===== src/rtl/order_book_pkg.sv =====
// order_book_pkg
//   Shared types for the order path (parser and order book store).
//   Holds the parsed-order object layout, message type and result code
//   encodings, field widths, and a key-compare helper.
package order_book_pkg;

  localparam int MSG_TYPE_W = 2;
  localparam int STOCK_ID_W = 32;
  localparam int ORDER_ID_W = 32;
  localparam int QTY_W      = 32;
  localparam int PRICE_W    = 64;
  localparam int EV_CODE_W  = 3;
  localparam int OBJ_W      = MSG_TYPE_W + STOCK_ID_W + ORDER_ID_W + QTY_W + PRICE_W;

  typedef enum logic [MSG_TYPE_W-1:0] {
    MSG_ADD  = 2'b00,
    MSG_DEL  = 2'b01,
    MSG_EXEC = 2'b10,
    MSG_RSVD = 2'b11
  } msg_type_e;

  typedef enum logic [EV_CODE_W-1:0] {
    EV_ADD_OK       = 3'd0,
    EV_DEL_OK       = 3'd1,
    EV_EXEC_PARTIAL = 3'd2,
    EV_EXEC_FILLED  = 3'd3,
    EV_ERR_FULL     = 3'd4,
    EV_ERR_NOT_FOUND= 3'd5,
    EV_ERR_DUP      = 3'd6,
    EV_ERR_BADTYPE  = 3'd7
  } ev_code_e;

  // Bit layout: {msg_type[161:160], stock_id[159:128], order_id[127:96],
  //              quantity[95:64], price[63:0]}
  typedef struct packed {
    msg_type_e               msg_type;
    logic [STOCK_ID_W-1:0]   stock_id;
    logic [ORDER_ID_W-1:0]   order_id;
    logic [QTY_W-1:0]        quantity;
    logic [PRICE_W-1:0]      price;
  } order_obj_t;

  // An order is identified by the full (stock_id, order_id) pair.
  function automatic logic key_match(
    input logic [STOCK_ID_W-1:0] a_stock,
    input logic [ORDER_ID_W-1:0] a_order,
    input logic [STOCK_ID_W-1:0] b_stock,
    input logic [ORDER_ID_W-1:0] b_order
  );
    return (a_stock == b_stock) && (a_order == b_order);
  endfunction

endpackage


===== src/rtl/order_table.sv =====
// order_table
//   Resting-order storage: DEPTH entries of {valid, stock_id, order_id, qty,
//   price}. One combinational indexed read port and one write port.
//   Only valid bits and the occupancy counter are reset.
// Ports:
//   clk, resetn          clock, synchronous active-low reset
//   rd_idx / rd_*        read index and entry fields at that index
//   wr_en, wr_idx        write strobe and target entry
//   wr_valid             new valid bit (0 removes the entry)
//   wr_*                 new data fields, written only when wr_valid = 1
//   occupancy, full      registered valid-entry count and full flag
module order_table
  import order_book_pkg::*;
#(
  parameter  int DEPTH = 16,
  localparam int IDX_W = $clog2(DEPTH)
) (
  input  logic                  clk,
  input  logic                  resetn,
  input  logic [IDX_W-1:0]      rd_idx,
  output logic                  rd_valid,
  output logic [STOCK_ID_W-1:0] rd_stock_id,
  output logic [ORDER_ID_W-1:0] rd_order_id,
  output logic [QTY_W-1:0]      rd_qty,
  output logic [PRICE_W-1:0]    rd_price,
  input  logic                  wr_en,
  input  logic [IDX_W-1:0]      wr_idx,
  input  logic                  wr_valid,
  input  logic [STOCK_ID_W-1:0] wr_stock_id,
  input  logic [ORDER_ID_W-1:0] wr_order_id,
  input  logic [QTY_W-1:0]      wr_qty,
  input  logic [PRICE_W-1:0]    wr_price,
  output logic [IDX_W:0]        occupancy,
  output logic                  full
);

  logic [DEPTH-1:0]      valid_r;
  logic [STOCK_ID_W-1:0] stock_id_r [DEPTH];
  logic [ORDER_ID_W-1:0] order_id_r [DEPTH];
  logic [QTY_W-1:0]      qty_r      [DEPTH];
  logic [PRICE_W-1:0]    price_r    [DEPTH];
  logic [IDX_W:0]        occupancy_r;
  logic                  full_r;
  logic [IDX_W:0]        occ_nxt_s;

  assign rd_valid    = valid_r[rd_idx];
  assign rd_stock_id = stock_id_r[rd_idx];
  assign rd_order_id = order_id_r[rd_idx];
  assign rd_qty      = qty_r[rd_idx];
  assign rd_price    = price_r[rd_idx];
  assign occupancy   = occupancy_r;
  assign full        = full_r;

  // Next occupancy: count only real valid-bit transitions.
  always_comb begin
    occ_nxt_s = occupancy_r;
    if (wr_en && wr_valid && !valid_r[wr_idx]) begin
      occ_nxt_s = occupancy_r + (IDX_W+1)'(1);
    end else if (wr_en && !wr_valid && valid_r[wr_idx]) begin
      occ_nxt_s = occupancy_r - (IDX_W+1)'(1);
    end else begin
      occ_nxt_s = occupancy_r;
    end
  end

  // Valid bits, occupancy and full flag.
  always_ff @(posedge clk) begin
    if (!resetn) begin
      valid_r     <= '0;
      occupancy_r <= '0;
      full_r      <= 1'b0;
    end else begin
      if (wr_en) begin
        valid_r[wr_idx] <= wr_valid;
      end
      occupancy_r <= occ_nxt_s;
      full_r      <= (occ_nxt_s == (IDX_W+1)'(DEPTH));
    end
  end

  // Entry data fields; left untouched on removal since they are don't-care.
  always_ff @(posedge clk) begin
    if (wr_en && wr_valid) begin
      stock_id_r[wr_idx] <= wr_stock_id;
      order_id_r[wr_idx] <= wr_order_id;
      qty_r[wr_idx]      <= wr_qty;
      price_r[wr_idx]    <= wr_price;
    end
  end

endmodule


===== src/rtl/order_book_store.sv =====
// order_book_store
//   Consumes parsed order objects (add / delete / execute), keeps a DEPTH-entry
//   resting-order table and emits one result event per object. Lookup is a
//   sequential scan of one entry per cycle, so every valid object takes a fixed
//   DEPTH+2 cycles from accept to event.
// Ports:
//   clk, resetn                 clock, synchronous active-low reset
//   in_valid/in_ready/in_object parsed order object handshake (162 bits)
//   ev_valid/ev_ready           result event handshake
//   ev_code, ev_order_id,       result code, order id, remaining quantity and
//   ev_qty, ev_price            entry price of the processed object
//   occupancy, full             number of valid entries, table-full flag
module order_book_store
  import order_book_pkg::*;
#(
  parameter  int DEPTH = 16,
  localparam int IDX_W = $clog2(DEPTH)
) (
  input  logic                  clk,
  input  logic                  resetn,
  input  logic                  in_valid,
  output logic                  in_ready,
  input  logic [OBJ_W-1:0]      in_object,
  output logic                  ev_valid,
  input  logic                  ev_ready,
  output logic [EV_CODE_W-1:0]  ev_code,
  output logic [ORDER_ID_W-1:0] ev_order_id,
  output logic [QTY_W-1:0]      ev_qty,
  output logic [PRICE_W-1:0]    ev_price,
  output logic [IDX_W:0]        occupancy,
  output logic                  full
);

  localparam logic [1:0] ST_IDLE   = 2'd0;
  localparam logic [1:0] ST_SEARCH = 2'd1;
  localparam logic [1:0] ST_UPDATE = 2'd2;
  localparam logic [1:0] ST_REPORT = 2'd3;

  localparam logic [IDX_W-1:0] IDX_LAST = {IDX_W{1'b1}};

  logic [1:0]            state_r, state_nxt_s;
  logic                  in_ready_r;
  order_obj_t            in_obj_s, obj_r;
  logic                  accept_s;
  logic [IDX_W-1:0]      idx_r;
  logic                  found_r, free_found_r;
  logic [IDX_W-1:0]      match_idx_r, free_idx_r;
  logic [QTY_W-1:0]      match_qty_r;
  logic [PRICE_W-1:0]    match_price_r;
  ev_code_e              res_code_r, upd_code_s;
  logic [QTY_W-1:0]      res_qty_r, upd_qty_s;
  logic [PRICE_W-1:0]    res_price_r, upd_price_s;
  logic                  ev_valid_r;
  logic [EV_CODE_W-1:0]  ev_code_r;
  logic [ORDER_ID_W-1:0] ev_order_id_r;
  logic [QTY_W-1:0]      ev_qty_r;
  logic [PRICE_W-1:0]    ev_price_r;

  logic                  rd_valid_s;
  logic [STOCK_ID_W-1:0] rd_stock_id_s;
  logic [ORDER_ID_W-1:0] rd_order_id_s;
  logic [QTY_W-1:0]      rd_qty_s;
  logic [PRICE_W-1:0]    rd_price_s;
  logic                  wr_en_s, wr_valid_s;
  logic [IDX_W-1:0]      wr_idx_s;
  logic [QTY_W-1:0]      wr_qty_s;
  logic [PRICE_W-1:0]    wr_price_s;

  assign in_obj_s    = in_object;
  assign accept_s    = in_valid && in_ready_r;
  assign in_ready    = in_ready_r;
  assign ev_valid    = ev_valid_r;
  assign ev_code     = ev_code_r;
  assign ev_order_id = ev_order_id_r;
  assign ev_qty      = ev_qty_r;
  assign ev_price    = ev_price_r;

  order_table #(.DEPTH(DEPTH)) u_table (
    .clk         (clk),
    .resetn      (resetn),
    .rd_idx      (idx_r),
    .rd_valid    (rd_valid_s),
    .rd_stock_id (rd_stock_id_s),
    .rd_order_id (rd_order_id_s),
    .rd_qty      (rd_qty_s),
    .rd_price    (rd_price_s),
    .wr_en       (wr_en_s),
    .wr_idx      (wr_idx_s),
    .wr_valid    (wr_valid_s),
    .wr_stock_id (obj_r.stock_id),
    .wr_order_id (obj_r.order_id),
    .wr_qty      (wr_qty_s),
    .wr_price    (wr_price_s),
    .occupancy   (occupancy),
    .full        (full)
  );

  // Next-state logic.
  always_comb begin
    state_nxt_s = state_r;
    case (state_r)
      ST_IDLE: begin
        if (accept_s) begin
          state_nxt_s = (in_obj_s.msg_type == MSG_RSVD) ? ST_REPORT : ST_SEARCH;
        end else begin
          state_nxt_s = ST_IDLE;
        end
      end
      ST_SEARCH: begin
        if (idx_r == IDX_LAST) begin
          state_nxt_s = ST_UPDATE;
        end else begin
          state_nxt_s = ST_SEARCH;
        end
      end
      ST_UPDATE: state_nxt_s = ST_REPORT;
      ST_REPORT: begin
        if (ev_valid_r && ev_ready) begin
          state_nxt_s = ST_IDLE;
        end else begin
          state_nxt_s = ST_REPORT;
        end
      end
      default: state_nxt_s = ST_IDLE;
    endcase
  end

  // Table update and result selection for the single UPDATE cycle.
  always_comb begin
    wr_en_s     = 1'b0;
    wr_valid_s  = 1'b0;
    wr_idx_s    = match_idx_r;
    wr_qty_s    = match_qty_r;
    wr_price_s  = match_price_r;
    upd_code_s  = EV_ERR_NOT_FOUND;
    upd_qty_s   = '0;
    upd_price_s = '0;
    if (state_r == ST_UPDATE) begin
      case (obj_r.msg_type)
        MSG_ADD: begin
          if (found_r) begin
            upd_code_s = EV_ERR_DUP;
          end else if (!free_found_r) begin
            upd_code_s = EV_ERR_FULL;
          end else begin
            wr_en_s     = 1'b1;
            wr_valid_s  = 1'b1;
            wr_idx_s    = free_idx_r;
            wr_qty_s    = obj_r.quantity;
            wr_price_s  = obj_r.price;
            upd_code_s  = EV_ADD_OK;
            upd_qty_s   = obj_r.quantity;
            upd_price_s = obj_r.price;
          end
        end
        MSG_DEL: begin
          if (found_r) begin
            wr_en_s     = 1'b1;
            upd_code_s  = EV_DEL_OK;
            upd_price_s = match_price_r;
          end else begin
            upd_code_s = EV_ERR_NOT_FOUND;
          end
        end
        MSG_EXEC: begin
          if (!found_r) begin
            upd_code_s = EV_ERR_NOT_FOUND;
          end else if (obj_r.quantity >= match_qty_r) begin
            // Overfill clamps to a full fill, so the subtraction below never wraps.
            wr_en_s     = 1'b1;
            upd_code_s  = EV_EXEC_FILLED;
            upd_price_s = match_price_r;
          end else begin
            wr_en_s     = 1'b1;
            wr_valid_s  = 1'b1;
            wr_qty_s    = match_qty_r - obj_r.quantity;
            upd_code_s  = EV_EXEC_PARTIAL;
            upd_qty_s   = match_qty_r - obj_r.quantity;
            upd_price_s = match_price_r;
          end
        end
        default: upd_code_s = EV_ERR_BADTYPE;
      endcase
    end else begin
      wr_en_s = 1'b0;
    end
  end

  // FSM state, scan bookkeeping and event output registers.
  always_ff @(posedge clk) begin
    if (!resetn) begin
      state_r       <= ST_IDLE;
      in_ready_r    <= 1'b0;
      obj_r         <= '0;
      idx_r         <= '0;
      found_r       <= 1'b0;
      free_found_r  <= 1'b0;
      match_idx_r   <= '0;
      free_idx_r    <= '0;
      match_qty_r   <= '0;
      match_price_r <= '0;
      res_code_r    <= EV_ADD_OK;
      res_qty_r     <= '0;
      res_price_r   <= '0;
      ev_valid_r    <= 1'b0;
      ev_code_r     <= '0;
      ev_order_id_r <= '0;
      ev_qty_r      <= '0;
      ev_price_r    <= '0;
    end else begin
      state_r    <= state_nxt_s;
      in_ready_r <= (state_nxt_s == ST_IDLE);
      case (state_r)
        ST_IDLE: begin
          if (accept_s) begin
            obj_r        <= in_obj_s;
            idx_r        <= '0;
            found_r      <= 1'b0;
            free_found_r <= 1'b0;
            // Reserved types skip the scan and report straight away.
            res_code_r   <= EV_ERR_BADTYPE;
            res_qty_r    <= '0;
            res_price_r  <= '0;
          end
        end
        ST_SEARCH: begin
          if (rd_valid_s && key_match(rd_stock_id_s, rd_order_id_s,
                                      obj_r.stock_id, obj_r.order_id)) begin
            found_r       <= 1'b1;
            match_idx_r   <= idx_r;
            match_qty_r   <= rd_qty_s;
            match_price_r <= rd_price_s;
          end
          if (!rd_valid_s && !free_found_r) begin
            free_found_r <= 1'b1;
            free_idx_r   <= idx_r;
          end
          idx_r <= idx_r + IDX_W'(1);
        end
        ST_UPDATE: begin
          res_code_r  <= upd_code_s;
          res_qty_r   <= upd_qty_s;
          res_price_r <= upd_price_s;
        end
        ST_REPORT: begin
          if (!ev_valid_r) begin
            ev_valid_r    <= 1'b1;
            ev_code_r     <= res_code_r;
            ev_order_id_r <= obj_r.order_id;
            ev_qty_r      <= res_qty_r;
            ev_price_r    <= res_price_r;
          end else if (ev_ready) begin
            ev_valid_r <= 1'b0;
          end
        end
        default: begin
        end
      endcase
    end
  end

endmodule


===== config.mk =====
export PLATFORM = sky130hd
export DESIGN_NAME = order_book_store
export DESIGN_NICKNAME = d
export VERILOG_FILES = /design/src/rtl/order_book_pkg.sv /design/src/rtl/order_table.sv /design/src/rtl/order_book_store.sv
export SDC_FILE = /design/constraint.sdc
export NUM_CORES = 2
export LEC_CHECK = 0
export ABC_AREA = 1
export BUFFER_PORTS_ARGS = -buffer_cell sky130_fd_sc_hd__buf_2
export CAP_MARGIN = 20
export CORE_UTILIZATION = 59
export CTS_CLUSTER_SIZE = 8
export DETAILED_ROUTE_END_ITERATION = 16
export HOLD_SLACK_MARGIN = 0.12
export PLACE_DENSITY = 0.72
export SYNTH_ARGS = -nofsm -noshare
export SYNTH_HDL_FRONTEND = slang
export SYNTH_SLANG_ARGS = --single-unit

===== constraint.sdc =====
create_clock -name clk -period 41.5 [get_ports clk]
set_input_delay 0 -clock clk [delete_from_list [all_inputs] [get_ports clk]]
set_output_delay 0 -clock clk [all_outputs]
set_load 0.05 [all_outputs]

==> metrics.md <==
| Metric | Value |
|---|---|
| Synthesized cell area | approximately 0.12 mm2 |
| Cell leakage power | roughly 0.05 uW |
| CTS buffer count | between 400 and 500 |
| Drt first pass iters | 7 |
| Drt wl/cell | between 20 and 25 um |
| Min Tclk post-route | approximately 6300 ps |
| Commonest non-fill, non-tap cell in the layout | edfxtp_1 |
| Vias per cell | slightly above 6 |
| Clock root cell | clkbuf_16 |
| PwrDens | 49.5 mW/mm2 |
| Residual DRC | 0 |
| Clk Latency, worst-skew pair | between 900 and 1000 ps |
| CTS tree | done |
| Resized Gates After CTS | 0 |
| Worst rel slew slack | 18.7% |
| Kind of critical path | reg2reg |
| Clock-pin slew on the worst setup and hold paths | approximately 50 ps |
| Finished Layout Cells | between 15,000 and 20,000 |
| DR vias | between 90,000 and 100k |
| Synth Warn # | 0 |
| Cell mode on critical path | nand2_1 |
| Worst-Margin Slew | between 1000 and 1500 ps |
| Clock Skews | about 50 ps |
| Pre-CTS setup slack | between 30,000 and 40,000 ps |
| Initial Util | 59.5% |
| Top FF cell, synth | edfxtp_1 |
| Clock power share | ~45% |
| Synthesized Nets | approximately 12,000 |
| Port-buffer cells | just over 300 |
| Largest net degree at the start of global routing | about 230 |
| Cell Rows | 168 |
| Max incr delay on CP | roughly 930 ps |
| Max-cap violations | 0 |
| Synth unique cells | 43 |
| Core area | roughly 0.21 mm2 |
| Seq/Total Area, Yosys | between 70 and 80% |
| FMAX | around 160 MHz |
| Leading post-synthesis cells by cell area | edfxtp_1 (62%), dfxtp_1 (8.5%), o21ai_0 (6.2%) |
| Comb pwr share | just over 7% |
| Critical path launch point type | register |
| Post-Synthesis Cells | 11,349 |
| Final total power | ~7000 uW |
| Peak VDD IR | approximately 50 uV |
| Routed wire length | around 360,000 um |
| I/O Pins | approximately 310 |
| Final HPWL DP | 185,000 um |
| Final period utilization | ~15% |
| GPL Wtd Cong | 0.937 |
| ANT nets after route | 0 |
| CP arrival | slightly above 7000 ps |
| Worst min path class | in2reg |
| Sw Share | between 20% and 30% |
| Final #Nets | 12,145 |
| Die Wd | roughly 460 um |
| Antenna violations before repair | 13 |
| Total die area | between 0.2 and 0.25 mm2 |
| Share of cells above drive strength 1 | under 10% |
| Final Max Tran Viols | 0 |
| Hold Vio Cnt, Final | 0 |
| GRT overflow | 0 |
| Worst path slowest cell | dfxtp_4 |
| Avg Cell Area, Syn | 11.0 um2 |
| GRT Total Usage | around a third |
| Most frequent cells in the layout | edfxtp_1 (2,560), nor2_1 (1,813), nand2_1 (1,769), o21ai_0 (1,535), inv_1 (596) |
| Worst EP required | 42,360 ps |
| Setup crit end kind | register |
| Clk sinks | ~3,000 |
| First-pass GRT wire length | between 500,000 and 600,000 um |
| Reg power frac | 47.8% |
| Vias in the first global route | about 90,000 |
| EDFF count, synth | 2,560 |
| Fillers | roughly 14,000 |
| Status | finished clean |
| Share of the synthesized area in the top cell type | between 60 and 70% |
| Number of H-tree levels | 5 |
| Yosys reg bits | between 3,000 and 4,000 |
| Ys async rst share | 0% |
| # setup viols final | 0 |
| Die outline height | roughly 460 um |
| Switching Power | ~1700 uW |
| Cell Chain, Critical Path | clkinv_8, buf_4, nor2_1, nor2_1, o21ai_0, nand3_1, nand3_1, nand2_1, nand2_1, nand2_1, and2_1, nand2_1, nor2_1, nand2_1, nor2_1, nand3b_1, buf_4, buf_4, nand2_1, nand2_1, nor2_1 |
| Worst setup margin | 35,180 ps |
| Setup tns final | 0 ps |
| Area growth, synth to finish | 16.2% |
| Post-synth top area cell | edfxtp_1 |
| Cell count after placement | roughly 14,000 |
| Pint | 5500 uW |
| RSZ-0062 raised after global routing | no |
| CTS Buffer Depth | 4 |
| Post-CTS Setup Repair Bufs | 0 |
| Initial DRC Count | between 10,000 and 15,000 |
| CP Max Fanout | 201 |
| Core Util, Final | between 60% and 70% |
## per-stage QoR
step / area [um2] / hold slack (ps)
detailed placement: 128000 / 259
CTS: 145000 / 121
global route: 145000 / 153
global placement: 128000 / 254
floorplan: 125000 / 145
finish: 145000 / 145
## final timing paths
check | startpoint | endpoint | slack, ps | cells past startpoint
setup reg to reg | register | match_price_r[44] | 35180 | 21
setup / recovery | register | match_price_r[44] | 35180 | 21
hold / removal | in_object[149] | obj_r[149] | 140 | 4
hold reg to reg | free_idx_r[0] | free_idx_r[0] | 460 | 2
## logic make-up (layout without fill, tap and decap cells)
kind of cell / after synthesis / count (layout) / share of synthesized area, %
simple gates: 4234 / 4234 / 13.4
flops: 3092 / 3092 / 70.1
buf+inv: 1349 / 2272 / 4.32
xor+xnor: 20 / 20 / 0.140
compound gates: 2614 / 2614 / 11.6
other cells: 0 / 5 / 0
fa+ha+maj: 40 / 40 / 0.407
## per-layer routing
layer,track usage [%],vias up,share of wire (%)
li1,-,41097,-
met1,45.0,45182,38
met2,53.9,5752,47
met3,5.86,1028,10
met4,14.7,12,4.4
met5,0,-,0.024
## area by class of cell
class | count | area (um2) | area share (%)
repair buffers | 891 | 7150 | 4.93
clock inverters | 7 | 83.8 | 0.0578
diodes | 5 | 12.5 | 0.00863
flip-flops and latches | 3092 | 87600 | 60.4
well taps | 2805 | 3510 | 2.42
clock buffers | 764 | 12300 | 8.49
inverters | 610 | 2340 | 1.61
multi-input cells | 6908 | 32100 | 22.1
## state kept, by name, indices dropped and copies added, names as in the netlist, 2 cells and up, named ones only
register,cells
u_table.price_r,1024
u_table.order_id_r,512
u_table.qty_r,512
u_table.stock_id_r,512
obj_r,162
ev_price,64
match_price_r,64
res_price_r,64
ev_order_id,32
ev_qty,32
match_qty_r,32
res_qty_r,32
u_table.valid_r,16
u_table.occupancy,5
free_idx_r,4
idx_r,4
match_idx_r,4
ev_code,3
res_code_r,3
state_r,2
## power by group through the flow
stage                     clock [uW]  sequential, uW  combinational, uW
final                           3230            3440                515
after global routing            3380            3440                558
after CTS                       3250            3430                499
after detailed placement           0            3490                464
after global placement             0            3490                454
after floorplan                    0            3480                324
## critical path: cells and delay by family (launching register included)
family                 cells  cell delay, ps
buffers and inverters      4            3180
AND/OR/NAND/NOR           16            1700
flip-flops                 1             930
AO/OA/AOI/OAI              1             110
## timing repair
action,CTS,global route
hold endpoints to repair,415,0
setup endpoints to repair,0,0
hold buffers,386,0
## synth_stat cells, types with 3 or more instances
cell and instances:
o21bai_1 10, o221ai_1 159, xor2_1 11, nand4_1 15, ha_1 39, buf_6 7, a22oi_1 3, buf_1 52
xnor2_1 9, nor3_1 23, inv_2 5, edfxtp_1 2560, a211oi_1 3, clkbuf_1 509, a21oi_1 369, inv_1 602
dfxtp_1 532, o211ai_1 124, buf_2 145, nor2_1 1817, nand3b_1 5, a21o_1 10, nand3_1 593, buf_4 26
o21ai_1 46, o21ai_0 1535, o22ai_1 347, nor4_1 3, nand2_1 1771
Note: power is estimated with default switching activity, not from simulation.
